$ cat config.mk
export PLATFORM = sky130hd
export DESIGN_NAME = counter_run_ctrl
export DESIGN_NICKNAME = d
export VERILOG_FILES = /design/src/rtl/counter_ctrl_pkg.sv /design/src/rtl/counter_prescaler.sv /design/src/rtl/counter_run_ctrl.sv
export SDC_FILE = /design/constraint.sdc
export NUM_CORES = 1
export LEC_CHECK = 0
export BUFFER_PORTS_ARGS = -buffer_cell sky130_fd_sc_hd__buf_2
export CORE_MARGIN = 5
export CORE_UTILIZATION = 45
export DETAILED_ROUTE_END_ITERATION = 8
export HOLD_SLACK_MARGIN = 0.1
export PLACE_DENSITY = 0.66
export SLEW_MARGIN = 5
export SYNTH_ARGS = -nofsm -noshare
export SYNTH_HDL_FRONTEND = slang
export SYNTH_SLANG_ARGS = --single-unit
$ cat constraint.sdc
create_clock -name clk -period 3.2 [get_ports clk]
set_input_delay 0.16 -clock clk [delete_from_list [all_inputs] [get_ports clk]]
set_output_delay 0.16 -clock clk [all_outputs]
set_load 0.03 [all_outputs]
$ cat src/rtl/counter_ctrl_pkg.sv
// Shared encodings for the counter run controller: command op codes and FSM states.
package counter_ctrl_pkg;

  localparam int ST_W = 2;

  typedef enum logic [1:0] {
    OP_CLEAR = 2'b00,
    OP_LOAD  = 2'b01,
    OP_RUN   = 2'b10,
    OP_STOP  = 2'b11
  } op_e;

  typedef enum logic [ST_W-1:0] {
    ST_IDLE = 2'd0,
    ST_RUN  = 2'd1,
    ST_DONE = 2'd2
  } state_e;

endpackage

$ cat src/rtl/counter_prescaler.sv
// Step-rate divider: tick fires once every div+1 cycles; divisor captured on restart.
module counter_prescaler #(
  parameter int PRE_W = 4
) (
  input  logic             clk,
  input  logic             rst,
  input  logic             restart,
  input  logic [PRE_W-1:0] div,
  output logic             tick
);

  logic [PRE_W-1:0] pre_q, div_q;

  assign tick = (pre_q == div_q);

  always_ff @(posedge clk or posedge rst) begin
    if (rst) begin
      pre_q <= '0;
      div_q <= '0;
    end else if (restart) begin
      pre_q <= '0;
      div_q <= div;
    end else if (tick) begin
      pre_q <= '0;
    end else begin
      pre_q <= pre_q + 1'b1;
    end
  end

endmodule

$ cat src/rtl/counter_run_ctrl.sv
// Command sequencer for the up-counter: CLEAR/LOAD/RUN/STOP over valid/ready,
// prescaled stepping, done pulse on bounded-run completion, err pulse on rejects.
module counter_run_ctrl
  import counter_ctrl_pkg::*;
#(
  parameter int WIDTH = 8,
  parameter int PRE_W = 4
) (
  input  logic             clk,
  input  logic             rst,
  input  logic             cmd_valid,
  output logic             cmd_ready,
  input  logic [1:0]       cmd_op,
  input  logic [WIDTH-1:0] cmd_arg,
  input  logic [PRE_W-1:0] prescale_div,
  output logic [WIDTH-1:0] count,
  output logic             busy,
  output logic             done,
  output logic             err
);

  state_e           state_q, state_d;
  logic [WIDTH-1:0] count_q, count_d;
  logic [WIDTH-1:0] rem_q, rem_d;
  logic             err_q, err_d;
  logic             err_defer_q, err_defer_d;
  logic             accept, restart, reject, tick;
  op_e              op;

  assign op        = op_e'(cmd_op);
  assign cmd_ready = (state_q != ST_DONE);
  assign accept    = cmd_valid & cmd_ready;
  assign busy      = (state_q == ST_RUN);
  assign done      = (state_q == ST_DONE);
  assign err       = err_q;
  assign count     = count_q;

  counter_prescaler #(.PRE_W(PRE_W)) u_pre (
    .clk    (clk),
    .rst    (rst),
    .restart(restart),
    .div    (prescale_div),
    .tick   (tick)
  );

  always_comb begin
    state_d = state_q;
    count_d = count_q;
    rem_d   = rem_q;
    restart = 1'b0;
    reject  = 1'b0;
    unique case (state_q)
      ST_IDLE: begin
        if (accept) begin
          unique case (op)
            OP_CLEAR: count_d = '0;
            OP_LOAD:  count_d = cmd_arg;
            OP_RUN: begin
              rem_d   = cmd_arg;
              restart = 1'b1;
              state_d = ST_RUN;
            end
            default: ;
          endcase
        end
      end
      ST_RUN: begin
        // STOP wins over a step due on the same edge.
        if (accept && op == OP_STOP) begin
          state_d = ST_IDLE;
        end else begin
          reject = accept;
          if (tick) begin
            count_d = count_q + 1'b1;
            if (rem_q != '0) rem_d = rem_q - 1'b1;
            if (rem_q == WIDTH'(1)) state_d = ST_DONE;
          end
        end
      end
      ST_DONE: state_d = ST_IDLE;
      default: state_d = ST_IDLE;
    endcase
    // A reject landing on the completing edge is reported one cycle late so
    // that done and err never overlap; DONE holds cmd_ready low, so no clash follows.
    err_d       = (reject & (state_d != ST_DONE)) | err_defer_q;
    err_defer_d = reject & (state_d == ST_DONE);
  end

  always_ff @(posedge clk or posedge rst) begin
    if (rst) begin
      state_q     <= ST_IDLE;
      count_q     <= '0;
      rem_q       <= '0;
      err_q       <= 1'b0;
      err_defer_q <= 1'b0;
    end else begin
      state_q     <= state_d;
      count_q     <= count_d;
      rem_q       <= rem_d;
      err_q       <= err_d;
      err_defer_q <= err_defer_d;
    end
  end

endmodule

==> results of run 1 <==
-- worst min path at each step --
| stage | start | endpoint |
|---|---|---|
| after global placement | prescale_div[3] | u_pre.div_q[3] |
| after floorplan | rst | count[0] |
| final | prescale_div[2] | u_pre.div_q[2] |
| after detailed placement | prescale_div[1] | u_pre.div_q[1] |
| after CTS | prescale_div[3] | u_pre.div_q[3] |
| after global routing | prescale_div[2] | u_pre.div_q[2] |
-- kinds of logic (layout without fill, tap and decap cells) --
family / Yosys count / after routing / synth area share [%]
compound gates: 55 / 55 / 25.1
xor+xnor: 6 / 6 / 3.11
fa+ha+maj: 4 / 4 / 2.96
buf+inv: 17 / 43 / 4.81
flops: 28 / 28 / 41.5
mux: 5 / 5 / 3.26
simple gates: 58 / 58 / 19.3
-- cells in the mapped netlist (4+ instances only) --
| library cell | instances | share of area, % |
|---|---|---|
| buf_2 | 5 | 1.5 |
| dfrtp_1 | 28 | 41 |
| xor2_1 | 5 | 2.6 |
| o21ai_0 | 5 | 1.5 |
| ha_1 | 4 | 3.0 |
| a21oi_1 | 10 | 3.0 |
| nand2_1 | 14 | 3.1 |
| o211ai_1 | 5 | 2.2 |
| a22oi_1 | 4 | 1.8 |
| inv_1 | 6 | 1.3 |
| o2bb2ai_1 | 8 | 4.1 |
| nand3_1 | 8 | 2.4 |
| nor2_1 | 12 | 2.7 |
| mux2_1 | 4 | 2.7 |
-- placed cells by master, fill, tap and decap left out, types with 4 or more instances in the layout --
cell type and instances:
xor2_1 5, o21ai_0 5, nand2_1 14, o211ai_1 5, a22oi_1 4, a21oi_1 10
nor2_1 12, buf_2 28, nand3_1 8, o2bb2ai_1 8, inv_1 6, ha_1 4
mux2_1 4, dfrtp_1 28
-- layer usage --
metal,GRT usage (%),up-vias,wire (µm)
li1,-,702,-
met1,20.6,692,1690
met2,26.2,61,1800
met3,2.66,6,252
met4,3.97,0,49
met5,0,-,0
-- area by class of cell --
class	count	area (µm²)	share of cell area (%)
Inverter	7	26.3	1.35
Sequential cell	28	701	36.0
Multi-Input combinational cell	128	908	46.7
Clock buffer	3	41.3	2.12
Timing Repair Buffer	32	178	9.14
Clock inverter	1	30.0	1.54
Tap cell	48	60.1	3.09
-- sequential cells by signal, summed over array words and instances, names as in the netlist --
signal and cells:
count 8, rem_q 8, u_pre.div_q 4, u_pre.pre_q 4
state_q 2, err 1, err_defer_q 1
-- critical path, cell delays in order, from the launching register on --
cell and delay (ps):
dfrtp_1 490, nand2b_1 580, inv_2 350, nor3b_2 490, a22oi_1 170, o2bb2ai_1 140
-- per-stage QoR --
step | power [W] | hold WS [ps]
final | 0.00165 | 105
after global routing | 0.00178 | 101
after CTS | 0.00166 | 102
after detailed placement | 0.00137 | 382
after global placement | 0.00136 | 379
after floorplan | 0.00121 | 225
-- power by group through the flow --
stage / logic [W] / clock network [W] / registers [W]
final: 0.000717 / 0.000277 / 0.000656
after global routing: 0.000795 / 0.000304 / 0.000677
after CTS: 0.000720 / 0.000288 / 0.000652
after detailed placement: 0.000716 / 0 / 0.000656
after global placement: 0.000704 / 0 / 0.000655
after floorplan: 0.000513 / 0 / 0.000694
==> metrics.md, run 1 <==
| Metric | Value |
|---|---|
| Status | `finished clean` |
| Clock Latency Late Sink | `270 ps` |
| Worst rel slew slack | `30.8%` |
| Min Tclk post-route | `between 2000 and 2500 ps` |
| Fraction of registers with async set/reset | `100%` |
| Seq pwr share | `39.7%` |
| # diodes | `0` |
| Tcrit/Tclk final | `71.9%` |
| Resized cells post-CTS | `0` |
| Filler instances | `341` |
| First-pass GRT wire length | `6510 µm` |
| Initial DRC Count | `around 150` |
| Placer Congestion | `0.835` |
| IO buf count | `28` |
| Final Slew Violations | `0` |
| Worst Hold Class | `input port to register` |
| Critical Path Start Type | `register` |
| Synth Instances | `around 170` |
| GRT Total Usage | `between 15 and 20%` |
| Reg-to-reg slack, setup | `900 ps` |
| Grt ovf | `0` |
| R2R Path End | `count[7]` |
| Netlist cell types | `approximately 50` |
| PwrDens | `849 nW/µm²` |
| Leakage | `0.842 nW` |
| WHS Path Cells | `2` |
| CTS Hold Bufs | `2` |
| Clock slew at reported path FFs | `100 ps` |
| Area of the core | `3660 µm²` |
| Pin slew with the least headroom to its limit | `1040 ps` |
| Cell Area, Synth | `between 1500 and 2000 µm²` |
| Clock skew | `about 7 ps` |
| Comb pwr share | `43.5%` |
| Die height | `71.3 µm` |
| Number of max-cap violations | `0` |
| Placed instance area | `1840 µm²` |
| Internal Power | `0.000938 W` |
| Sw Ratio | `43.2%` |
| Rows | `22` |
| Initial Util | `46.2%` |
| Drt pass-1 iters | `4` |
| Detailed-route via count | `between 1000 and 1500` |
| Max VDD drop | `0.407 mV` |
| Pin count of the biggest net entering global routing | `29` |
| Layout area overhead | `15.0%` |
| Io pins | `29` |
| Signal arrival time at the worst endpoint | `between 2000 and 3000 ps` |
| Number of enable flip-flop cells after synthesis | `0` |
| Number of hold violations in the final report | `0` |
| Final WS setup | `900 ps` |
| Hpwl dp | `2790 µm` |
| Drt drc | `0` |
| Share of layout cells above drive strength 1 | `between 20% and 30%` |
| CP max FO | `25` |
| Die area | `between 5000 and 6000 µm²` |
| Psw | `roughly 0.0007 W` |
| FF+latch count, synth | `28` |
| Crit. Startpoint | `state_q[1]` |
| Clock sink total | `28` |
| Placed Cells incl. Taps | `240` |
| Vias in the first global route | `1424` |
| Final core utilization | `53.1%` |
| Clock power share | `16.8%` |
| Initial antenna violation count | `0` |
| Syn avg cell area | `just under 10 µm²` |
| Top_reg_cell synth | `dfrtp_1` |
| Max H-tree Level | `1` |
| Worst slack, placed | `958 ps` |
| Bufs on Longest Clock Path | `2` |
| Die width | `approximately 71 µm` |
| Peak Freq | `435 MHz` |
| Sequential share of the synthesized area | `41.5%` |
| Post-layout nets | `~220` |
| Yosys warns | `0` |
| Category of the critical setup timing path | `register to register` |
| Cell area after layout | `1940 µm²` |
| Root buffer cell | `clkbuf_8` |
| CTS Buf Count | `3` |
| Syn_nets | `around 190` |
| Post-route antenna net violation count | `0` |
| RSZ-0062 raised after global routing | `false` |
| Postcts setup bufs | `0` |
| Worst setup EP type | `register` |
| Final cell count without fillers | `247` |
| Drt wl/cell | `about 15 µm` |
| # setup viols final | `0` |
| R2R Path Start | `state_q[1]` |
| CTS tree | `built` |
| Via density | `5.91` |
| Required @ worst endpoint | `3400 ps` |
| Worst Reg2Reg Path Length in Cells | `5` |
| Worst Setup EP | `count[7]` |
| Setup TNS | `0 ps` |
| Total Wirelength | `3800 µm` |
No activity file was read; power rests on OpenSTA's default activity.
==> run 2: changes to the inputs <==
--- a/config.mk
+++ b/config.mk
@@ -10,7 +10,7 @@
 export CORE_UTILIZATION = 45
 export DETAILED_ROUTE_END_ITERATION = 8
 export HOLD_SLACK_MARGIN = 0.1
-export PLACE_DENSITY = 0.66
+export PLACE_DENSITY = 0.69
 export SLEW_MARGIN = 5
 export SYNTH_ARGS = -nofsm -noshare
 export SYNTH_HDL_FRONTEND = slang
==> constraint.sdc (replaced) <==
create_clock -name clk -period 1.95 [get_ports clk]
set_input_delay 0.0975 -clock clk [delete_from_list [all_inputs] [get_ports clk]]
set_output_delay 0.0975 -clock clk [all_outputs]
set_load 0.03 [all_outputs]
==> metrics.md, run 2 (same netlist as run 1, synthesis figures left out) <==
| Metric | Value |
|---|---|
| Rows | `22` |
| Filler instances | `321` |
| Total Wirelength | `3860 µm` |
| Detailed-route via count | `1481` |
| PwrDens | `between 1000 and 1500 nW/µm²` |
| Share of layout cells above drive strength 1 | `approximately a quarter` |
| Placer Congestion | `0.784` |
| Slowest-stage cell, CP | `dfrtp_1` |
| Number of max-cap violations | `0` |
| Worst slack, placed | `189 ps` |
| Post-route antenna net violation count | `0` |
| Drt wl/cell | `between 15 and 20 µm` |
| Required @ worst endpoint | `roughly 2100 ps` |
| Critical Path Start Type | `register` |
| Multi-input gate area | `908 µm²` |
| Root buffer cell | `clkbuf_8` |
| Die area | `5080 µm²` |
| Max VDD drop | `0.625 mV` |
| WP buf/inv | `1` |
| Final core utilization | `a little over half` |
| Placed instance area | `1890 µm²` |
| Die width | `71.3 µm` |
| Pin count of the biggest net entering global routing | `29` |
| Die height | `71.3 µm` |
| Worst Hold Class | `input port to register` |
| Initial Util | `~46%` |
| Clock slew at reported path FFs | `100 ps` |
| CP Cell Sequence | `inv_1 > ha_1 > or3b_1 > or3_1 > o22ai_1 > a21oi_1` |
| Bufs on Longest Clock Path | `2` |
| Pin slew with the least headroom to its limit | `529 ps` |
| Layout area overhead | `17.1%` |
| Clock sink total | `28` |
| Status | `finished clean` |
| Post-layout nets | `~230` |
| Drt drc | `0` |
| CP max FO | `4` |
| Placed Cells incl. Taps | `246` |
| # diodes | `0` |
| Via density | `5.83` |
| Hpwl dp | `2850 µm` |
| Final Slew Violations | `0` |
| Setup TNS | `0 ps` |
| GRT Total Usage | `between 10% and 20%` |
| RSZ-0062 raised after global routing | `false` |
| Register area | `701 µm²` |
| Final WS setup | `around 170 ps` |
| Category of the critical setup timing path | `register to register` |
| Resized cells post-CTS | `0` |
| Number of hold violations in the final report | `0` |
| Final cell count without fillers | `between 200 and 300` |
| # setup viols final | `0` |
| Initial DRC Count | `204` |
| Worst rel slew slack | `between 60 and 70%` |
| CTS Hold Bufs | `5` |
| Cell area after layout | `1980 µm²` |
| Postcts setup bufs | `0` |
| Max H-tree Level | `1` |
| CTS Buf Count | `3` |
| Tcrit/Tclk final | `91.3%` |
| CTS tree | `built` |
| Clock skew | `11.4 ps` |
| Io pins | `29` |
| Max incr delay on CP | `410 ps` |
| Most frequent cells in the layout | `dfrtp_1, buf_2, nand2_1` |
| Peak Freq | `562 MHz` |
| Grt ovf | `0` |
| IO buf count | `28` |
| Drt pass-1 iters | `4` |
| Leakage | `~0.87 nW` |
| Vias in the first global route | `1427` |
| First-pass GRT wire length | `6460 µm` |
| Initial antenna violation count | `0` |
| Worst setup EP type | `register` |
| Signal arrival time at the worst endpoint | `1950 ps` |
| Min Tclk post-route | `about 1800 ps` |
| Top delay family on crit path | `simple AND/OR/NAND/NOR gates` |
| Clock Latency Late Sink | `280 ps` |
| Area of the core | `3660 µm²` |
run 2: cell type report:
cell class	count	share of cell area, %
Clock buffer	3	2.09
Inverter	7	1.33
Multi-Input combinational cell	128	45.9
Sequential cell	28	35.4
Tap cell	48	3.03
Timing Repair Buffer	40	12.3
run 2: routing by layer:
| layer | track usage, % | vias up | routed length, µm |
|---|---|---|---|
| met1 | 20.4 | 695 | 1760 |
| met5 | 0 | - | 0 |
| met4 | 5.64 | 0 | 79 |
| li1 | - | 721 | - |
| met3 | 2.95 | 9 | 209 |
| met2 | 26.0 | 56 | 1820 |
run 2: stage by stage:
stage	total power, W	hold WS, ps
3_5_place_dp	0.00229	189
6_report	0.00260	121
5_1_grt	0.00281	135
3_3_place_gp	0.00225	182
2_1_floorplan	0.00198	163
4_1_cts	0.00262	117
run 2: final timing paths:
check	slack, ps	end	cells after the start	from
setup / recovery	170	rem_q[6]	6	rem_q[1]
hold / removal	120	count[5]	3	cmd_arg[5]
setup reg to reg	170	rem_q[6]	6	rem_q[1]
hold reg to reg	450	err	1	err_defer_q
max in group asynchronous	1250	rem_q[0]	4	rst
min in group asynchronous	420	rem_q[5]	4	rst
run 2: worst register-to-register path, stage by stage (launching register included):
cell and delay, ps:
dfrtp_1 410, inv_1 110, ha_1 210, or3b_1 410
or3_1 320, o22ai_1 130, a21oi_1 80
run 2: power breakdown:
group,internal (W),switching (W),total (W)
clock network,0.000139,0.000174,0.000313
registers,0.000802,0.000257,0.00106
logic,0.000496,0.000733,0.00123
total,0.00144,0.00116,0.00260
==> run 3: changes to the inputs <==
--- a/config.mk
+++ b/config.mk
@@ -5,12 +5,13 @@
 export SDC_FILE = /design/constraint.sdc
 export NUM_CORES = 1
 export LEC_CHECK = 0
+export ABC_AREA = 1
 export BUFFER_PORTS_ARGS = -buffer_cell sky130_fd_sc_hd__buf_2
 export CORE_MARGIN = 5
 export CORE_UTILIZATION = 45
 export DETAILED_ROUTE_END_ITERATION = 8
 export HOLD_SLACK_MARGIN = 0.1
-export PLACE_DENSITY = 0.69
+export PLACE_DENSITY = 0.68
 export SLEW_MARGIN = 5
 export SYNTH_ARGS = -nofsm -noshare
 export SYNTH_HDL_FRONTEND = slang
==> metrics.md, run 3 <==
| Metric | Value |
|---|---|
| Clock slew at reported path FFs | `100 ps` |
| Hpwl dp | `3220 µm` |
| Post-layout nets | `328` |
| Power, Total | `between 0.002 and 0.003 W` |
| First-pass GRT wire length | `7160 µm` |
| Signal arrival time at the worst endpoint | `between 1500 and 2000 ps` |
| Status | `finished clean` |
| Top delay family on crit path | `simple AND/OR/NAND/NOR gates` |
| Layout area overhead | `16.7%` |
| Post-route antenna net violation count | `0` |
| Postcts setup bufs | `0` |
| CP Cell Sequence | `nand2_4 > inv_2 > nand3b_2 > nand2_2 > nor2_8 > nand3_4 > nand2_1 > nand2_1` |
| PwrDens | `between 1000 and 1500 nW/µm²` |
| Number of max-cap violations | `0` |
| Placer Congestion | `~0.90` |
| Min Tclk post-route | `1700 ps` |
| Placed instance area | `between 2000 and 2500 µm²` |
| RSZ-0062 raised after global routing | `false` |
| Most common cell after layout, fill and taps aside | `nand2_1` |
| WP buf/inv | `1` |
| Cell Area, Synth | `1830 µm²` |
| Pin count of the biggest net entering global routing | `29` |
| Seq pwr share | `37.1%` |
| Initial antenna violation count | `0` |
| Combinational family with the most area after synthesis | `simple AND/OR/NAND/NOR gates` |
| Category of the critical setup timing path | `register to register` |
| Top_reg_cell synth | `dfrtp_1` |
| Cell mode on critical path | `nand2_1` |
| Final Slew Violations | `0` |
| Area of the core | `3970 µm²` |
| Number of enable flip-flop cells after synthesis | `0` |
| Clock power share | `between 10% and 20%` |
| Post-Synth Simple-Gate Area | `a little over two fifths` |
| Share of layout cells above drive strength 1 | `between 10% and 20%` |
| Drt wl/cell | `11.4 µm` |
| Max incr delay on CP | `between 500 and 600 ps` |
| Most common cell in the netlist | `nand2_1` |
| Internal Power | `0.00148 W` |
| Clock skew | `12.6 ps` |
| Comb pwr share | `50.1%` |
| Max H-tree Level | `1` |
| Initial Util | `46.1%` |
| Pin slew with the least headroom to its limit | `345 ps` |
| Synth Area in Compound Gates | `7.93%` |
| Worst setup EP type | `register` |
| Sw Ratio | `between 40 and 50%` |
| Setup TNS | `0 ps` |
| Synth Instances | `270` |
| Initial DRC Count | `72` |
| CP max FO | `18` |
| Root buffer cell | `clkbuf_8` |
| Peak Freq | `a little under 600 MHz` |
| Yosys top cell area share | `38.3%` |
| Cell area after layout | `2140 µm²` |
| GRT Total Usage | `between 15 and 20%` |
| Leakage | `1.20 nW` |
| Bufs on Longest Clock Path | `2` |
| Slowest-stage cell, CP | `dfrtp_1` |
| Fraction of registers with async set/reset | `100%` |
| Drt drc | `0` |
| Die area | `around 5400 µm²` |
| Die height | `73.8 µm` |
| Synth top area cells | `dfrtp_1, nand2_1, nand3_1` |
| CTS Buf Count | `3` |
| Worst rel slew slack | `77.0%` |
| Syn_nets | `291` |
| Mux contribution to synthesized area | `0%` |
| Sequential share of the synthesized area | `38.3%` |
| Synth Area in XOR/XNOR | `1.44%` |
| Clock sink total | `28` |
| Critical Path Start Type | `register` |
| Number of hold violations in the final report | `0` |
| Tcrit/Tclk final | `87.2%` |
| Detailed-route via count | `1731` |
| Netlist cell types | `26` |
| Worst Hold Class | `input port to register` |
| CTS tree | `built` |
| IO buf count | `28` |
| Syn avg cell area | `6.78 µm²` |
| FF+latch count, synth | `28` |
| Synth Area in Adders | `2.73%` |
| Psw | `0.00137 W` |
| Die width | `73.8 µm` |
| Commonest cells in the netlist | `nand2_1, nand3_1, inv_1` |
| Yosys warns | `0` |
| Grt ovf | `0` |
| Via density | `between 4 and 5` |
| Max VDD drop | `0.696 mV` |
| Io pins | `29` |
| Total Wirelength | `4080 µm` |
| # diodes | `0` |
| Post-synth top area cell | `dfrtp_1` |
| Most frequent cells in the layout | `nand2_1, nand3_1, inv_1` |
| Rows | `23` |
| # setup viols final | `0` |
| Required @ worst endpoint | `between 2000 and 2500 ps` |
| Clock Latency Late Sink | `about 280 ps` |
| Drt pass-1 iters | `4` |
| Vias in the first global route | `1656` |
## run 3: logic make-up after synthesis
kind of cell / after synthesis
AOI/OAI and AO/OA: 25
xor gates and xnor gates: 3
adders and majority gates: 4
buffers and inverters: 37
DFF: 28
and+or+nand+nor: 173
## run 3: timing repair
action                                  CTS  global route
gates resized for setup                   0             0
hold buffers                              5             0
hold endpoints to repair                 32             0
endpoints found under the setup margin    0             0
## run 3: worst paths after layout
path	cells after the start	slack (ps)	to	start
min in group asynchronous	4	410	count[1]	rst
setup reg to reg	8	250	rem_q[7]	state_q[0]
hold reg to reg	1	460	err	err_defer_q
max in group asynchronous	4	1280	u_pre.div_q[1]	rst
hold / removal	3	130	err_defer_q	cmd_valid
setup / recovery	8	250	rem_q[7]	state_q[0]
## run 3: metal layers
metal	global-route usage, %	vias up	wire length [µm]	part of all wire (%)
li1	-	930	-	-
met1	23.5	765	2020	50
met2	26.0	30	1820	45
met3	2.60	6	168	4.1
met4	4.83	0	61	1.5
met5	0	-	0	0
## run 3: power groups by stage
stage                     clock network, W  registers, W  logic, W
after floorplan                          0       0.00113   0.00102
after global placement                   0       0.00106   0.00143
after detailed placement                 0       0.00107   0.00143
after CTS                         0.000375       0.00106   0.00144
after global routing              0.000394       0.00109   0.00165
final                             0.000363       0.00106   0.00143
## run 3: through the flow
stage	hold WS [ps]	setup WS, ps	std cells	util, %
2_1_floorplan	163	474	270	-
3_3_place_gp	178	287	347	51.1
3_5_place_dp	181	271	347	51.1
4_1_cts	131	250	356	53.8
5_1_grt	153	66.3	356	53.8
6_report	131	250	356	53.8
## run 3: area by class of cell
cell class | count | area [µm²]
tap | 50 | 62.6
multi-input combinational | 205 | 985
timing repair buffer | 35 | 205
inverter | 34 | 128
clock buffer | 4 | 55.1
fill | 400 | 1840
sequential | 28 | 701
## run 3: tightest hold or removal path, stage by stage
cell     delay [ps]
buf_2           120
nand3_1         100
nor3_1           60
